**src/rtl/cpu_types_pkg.sv**
```systemverilog
// Shared CPU types: bus word and the MEM-stage request controller state encoding.
package cpu_types_pkg;

  typedef logic [31:0] word_t;

  typedef enum logic [1:0] {
    IDLE = 2'd0,
    REQ  = 2'd1,
    DONE = 2'd2
  } memctl_state_t;

endpackage

```
**src/rtl/mem_request_ctrl.sv**
```systemverilog
// MEM-stage dcache request controller: one request per instruction, 1 cycle + cache latency to hit.
// Stalls the pipeline until dhit; a hit without advance is parked in DONE until the latches move.
module mem_request_ctrl
  import cpu_types_pkg::*;
(
  input  logic        CLK,
  input  logic        nRST,
  input  logic        dREN_in,
  input  logic        dWEN_in,
  input  word_t       addr_in,
  input  word_t       store_in,
  input  logic        HALT_in,
  input  logic        advance,
  input  logic        dhit,
  input  word_t       dmemload,
  output logic        dmemREN,
  output logic        dmemWEN,
  output word_t       dmemaddr,
  output word_t       dmemstore,
  output word_t       load_data,
  output logic        load_valid,
  output logic        mem_stall,
  output logic        misalign,
  output logic        halt_out,
  output logic [15:0] req_count
);

  memctl_state_t state, next_state;
  word_t         hold;
  logic [15:0]   count;
  logic          req_any, req_pend, is_load, unaligned;

  assign req_any   = dREN_in | dWEN_in;
  assign req_pend  = req_any & ~halt_out;
  assign is_load   = dREN_in & ~dWEN_in;
  assign unaligned = |addr_in[1:0];
  assign req_count = count;

  always_ff @(posedge CLK or negedge nRST) begin
    if (!nRST) state <= IDLE;
    else       state <= next_state;
  end

  always_comb begin
    next_state = state;
    case (state)
      IDLE:    if (req_pend) next_state = REQ;
      REQ:     if (dhit) next_state = advance ? IDLE : DONE;
      DONE:    if (advance) next_state = IDLE;
      default: next_state = IDLE;
    endcase
  end

  always_ff @(posedge CLK or negedge nRST) begin
    if (!nRST) begin
      hold     <= '0;
      count    <= '0;
      halt_out <= 1'b0;
    end else begin
      if (state == REQ && dhit) begin
        hold  <= dmemload;
        count <= count + 16'd1;
      end
      // Halt only latches between memory instructions so an in-flight access is never cut short.
      if (state == IDLE && HALT_in && !req_any) halt_out <= 1'b1;
    end
  end

  // Outputs read zero for as long as reset is held, even the pass-through buses.
  always_comb begin
    dmemREN    = 1'b0;
    dmemWEN    = 1'b0;
    dmemaddr   = '0;
    dmemstore  = '0;
    load_data  = '0;
    load_valid = 1'b0;
    mem_stall  = 1'b0;
    misalign   = 1'b0;
    if (nRST) begin
      dmemaddr  = {addr_in[31:2], 2'b00};
      dmemstore = store_in;
      case (state)
        IDLE: begin
          mem_stall = req_pend;
          misalign  = req_pend & unaligned;
        end
        REQ: begin
          dmemREN   = is_load;
          dmemWEN   = dWEN_in;
          mem_stall = ~dhit;
          misalign  = req_any & unaligned;
          if (dhit) begin
            load_data  = dmemload;
            load_valid = is_load;
          end
        end
        DONE: begin
          load_data  = hold;
          load_valid = is_load;
        end
        default: ;
      endcase
    end
  end

endmodule

```
**config.mk**
```make
export PLATFORM = sky130hd
export DESIGN_NAME = mem_request_ctrl
export DESIGN_NICKNAME = d
export VERILOG_FILES = /design/src/rtl/cpu_types_pkg.sv /design/src/rtl/mem_request_ctrl.sv
export SDC_FILE = /design/constraint.sdc
export NUM_CORES = 1
export LEC_CHECK = 0
export BUFFER_PORTS_ARGS = -buffer_cell sky130_fd_sc_hd__buf_2
export CORE_MARGIN = 5
export CORE_UTILIZATION = 38
export DETAILED_ROUTE_END_ITERATION = 8
export PLACE_DENSITY = 0.78
export RECOVER_POWER = 25
export SLEW_MARGIN = 20
export SYNTH_ARGS = -nofsm -noshare
export SYNTH_HDL_FRONTEND = slang
export SYNTH_SLANG_ARGS = --single-unit
```
**constraint.sdc**
```tcl
create_clock -name CLK -period 1.6 [get_ports CLK]
set_clock_uncertainty 0.1 [all_clocks]
set_input_delay 0.08 -clock CLK [delete_from_list [all_inputs] [get_ports CLK]]
set_output_delay 0.08 -clock CLK [all_outputs]
set_load 0.005 [all_outputs]
```
==> summary.md <==
| Metric | Value |
|---|---|
| Yosys reg bits | `51` |
| Die X | `101 um` |
| YS warnings | `0` |
| Final Hold Vio Count | `0` |
| Initial antenna violation count | `0` |
| Largest net degree at the start of global routing | `32` |
| CP max FO | `17` |
| Vias in the first global route | `3,380` |
| Period minus WS final | `1.85 ns` |
| # nets final | `just under 700` |
| Fmax | `540 MHz` |
| Port Buffer Count | `about 220` |
| Register area share after synthesis | `40.4%` |
| Main flop type after synthesis | `dfrtp_1` |
| Startpoint types | `register` |
| Longest Clk Path Bufs | `2` |
| Violated checks | `setup timing` |
| Drt total wl | `~12 mm` |
| Num CTS Buffers | `5` |
| Number of synthesized flops with an enable pin | `0` |
| Routed via count | `3,287` |
| CTS tree | `built` |
| DRC | `0` |
| Via-per-instance ratio | `4.83` |
| Drt pass-1 iters | `5` |
| H-Tree Depth | `2` |
| Root Buffer Master | `clkbuf_8` |
| Peak supply drop | `0.465 mV` |
| Placed wire-length estimate | `roughly 8.7 mm` |
| Gr usage total | `21.3%` |
| Inserted Diodes | `0` |
| CP required | `1.42 ns` |
| First DRT Iteration DRCs | `141` |
| Number of max-cap violations | `0` |
| IO Pins | `221` |
| Post-route insts no fill | `681` |
| Leakage | `2.68 nW` |
| Slew HR | `35.6%` |
| Async set or reset register ratio after synthesis | `100%` |
| Final Util | `64.2%` |
| Clock transition at path regs | `0.10 ns` |
| Post-DRT Antenna Nets | `0` |
| Worst skew pair latency | `0.30 ns` |
| Status | `complete, but fails checks` |
| Worst Hold Class | `in -> reg` |
| Clock sink count | `51` |
| Wire per inst | `17.4 um` |
| Placed Instances | `626` |
| Share of cells above drive strength 1 | `55.7%` |
| Grt ovf | `0` |
| Critical path capture point type | `output pin` |
| Syn Area/Cell | `10.3 um2` |
| Die height | `between 100 and 150 um` |
| Setup-failing EPs final | `81` |
| Area growth, synth to finish | `66.2%` |
| First-pass GRT wire length | `17.2 mm` |
| Setup slack after layout | `-0.253 ns` |
| Die area | `10,200 um2` |
| Final Cycle Share | `116%` |
| Initial Util | `38.7%` |
| Final Hold Slack | `0.0500 ns` |
| Core Rows | `33` |
| Worst slew pin tran | `a little under 1 ns` |
| CP Data Arrival Time | `around 1.7 ns` |
| CP Class | `reg -> out` |
| Core area | `8180 um2` |
| Slew Limit Fails | `0` |
| Post-Synthesis Cell Area | `roughly 3200 um2` |
| Post-synth cell types | `37` |
| Power Density | `793 nW/um2` |
| Routability Congestion | `approximately 0.85` |
| Setup repair after global routing missed its margin | `true` |
| Syn Inst Count | `308` |
-- report_power, final --
group / internal [W] / total, W / switching, W
registers: 0.00170 / 0.00202 / 0.000321
logic: 0.000922 / 0.00142 / 0.000493
clock network: 0.000307 / 0.000730 / 0.000423
total: 0.00293 / 0.00417 / 0.00124
-- worst paths after layout --
kind,start,end,slack (ns),cells past startpoint
min in group asynchronous,nRST,hold[0],0.23,2
max in group asynchronous,nRST,req_count[12],0.13,3
worst max register to register,state[1],hold[30],-0.16,5
worst min register to register,req_count[15],req_count[15],0.38,1
worst max-delay path,state[1],load_data[9],-0.25,7
worst min-delay path,dREN_in,halt_out,0.05,4
-- metrics by stage --
stage / setup WS, ns / cell area, um2 / power, W / setup TNS (ns)
4_1_cts: -0.224 / 5050 / 0.00409 / -9.33
3_5_place_dp: -0.144 / 4440 / 0.00319 / -3.07
5_1_grt: -0.324 / 5250 / 0.00441 / -19.59
6_report: -0.253 / 5250 / 0.00417 / -12.18
3_3_place_gp: -0.0581 / 4440 / 0.00312 / -0.865
2_1_floorplan: 0.00156 / 3170 / 0.00271 / 0
-- registers in the layout (all words and copies together), names as in the netlist --
name       flops
halt_out       1
hold          32
req_count     16
state          2
-- layout by cell type (no fill, tap or decap), types with 2 or more instances in the layout --
cell type / Yosys / layout
and2_4: 0 / 2
mux2_1: 2 / 2
nand2_1: 7 / 6
conb_1: 1 / 2
clkbuf_8: 0 / 5
mux2_4: 30 / 30
dlygate4sd3_1: 0 / 38
and3_1: 3 / 2
clkbuf_16: 0 / 3
nand4_1: 6 / 6
ha_2: 0 / 3
inv_2: 0 / 3
xor2_1: 2 / 2
buf_4: 3 / 8
buf_12: 0 / 5
buf_8: 0 / 2
nor2_1: 38 / 38
inv_1: 5 / 2
clkbuf_1: 13 / 4
and2_1: 64 / 63
nor3_4: 1 / 2
a22oi_1: 32 / 14
xnor2_1: 13 / 13
a22oi_2: 0 / 18
nand3_1: 5 / 4
buf_6: 4 / 8
buf_2: 5 / 216
dfrtp_1: 51 / 50
nand3_2: 1 / 2
-- cell type report --
cell class	count	area [um2]
Fill cell	664	2920
Clock buffer	6	72.6
Multi-Input combinational cell	228	1900
Tap cell	105	131
Clock inverter	2	12.5
Inverter	5	18.8
Sequential cell	51	1280
Timing Repair Buffer	284	1840
-- what timing repair did --
item | in CTS | in global routing
cloned | 0 | 6
gates resized for setup | 31 | 24
pin swaps | 6 | 3
endpoints found under the hold margin | 51 | 0
setup buffers | 2 | 1
hold buffers | 38 | 0
setup endpoints to repair | 81 | 85
-- cell usage after synthesis (2+ instances only) --
master | instances | area [um2]
ha_1 | 5 | 62.6
inv_1 | 5 | 18.8
nand4_1 | 6 | 37.5
clkbuf_1 | 13 | 48.8
buf_4 | 3 | 22.5
mux2_4 | 30 | 450
and3_1 | 3 | 18.8
xor2_1 | 2 | 17.5
a22oi_1 | 32 | 240
buf_2 | 5 | 25.0
o21ai_0 | 2 | 10.0
dfrtp_1 | 51 | 1280
nand3_1 | 5 | 25.0
buf_6 | 4 | 45.0
and2_1 | 64 | 400
xnor2_1 | 13 | 114
nand2_1 | 7 | 26.3
nor2_1 | 38 | 143
mux2_1 | 2 | 22.5
-- cells by family after synthesis --
kind of cell             count (synthesis)  synth area share, %
AO/OA/AOI/OAI                           39                 9.18
XOR/XNOR                                15                 4.16
adder cells (fa/ha/maj)                  5                 1.98
buffers and inverters                   30                 5.07
flip-flops                              51                 40.4
multiplexers                            33                 15.3
other                                    1                0.119
AND/OR/NAND/NOR                        134                 23.8
-- metal layers --
metal	track usage (%)	wire length, um	vias up
met5	0	0	-
met4	7.87	306	0
met3	4.96	871	22
met2	39.9	6260	137
met1	23.3	4400	1547
li1	-	-	1581
-- critical path: stages, from the launching register on --
cell,delay [ns]
dfrtp_1,0.43
inv_2,0.11
ha_4,0.15
and2_4,0.18
buf_12,0.18
a22oi_2,0.07
nor2_1,0.11
buf_2,0.14
No activity file was read; power rests on OpenSTA's default activity.
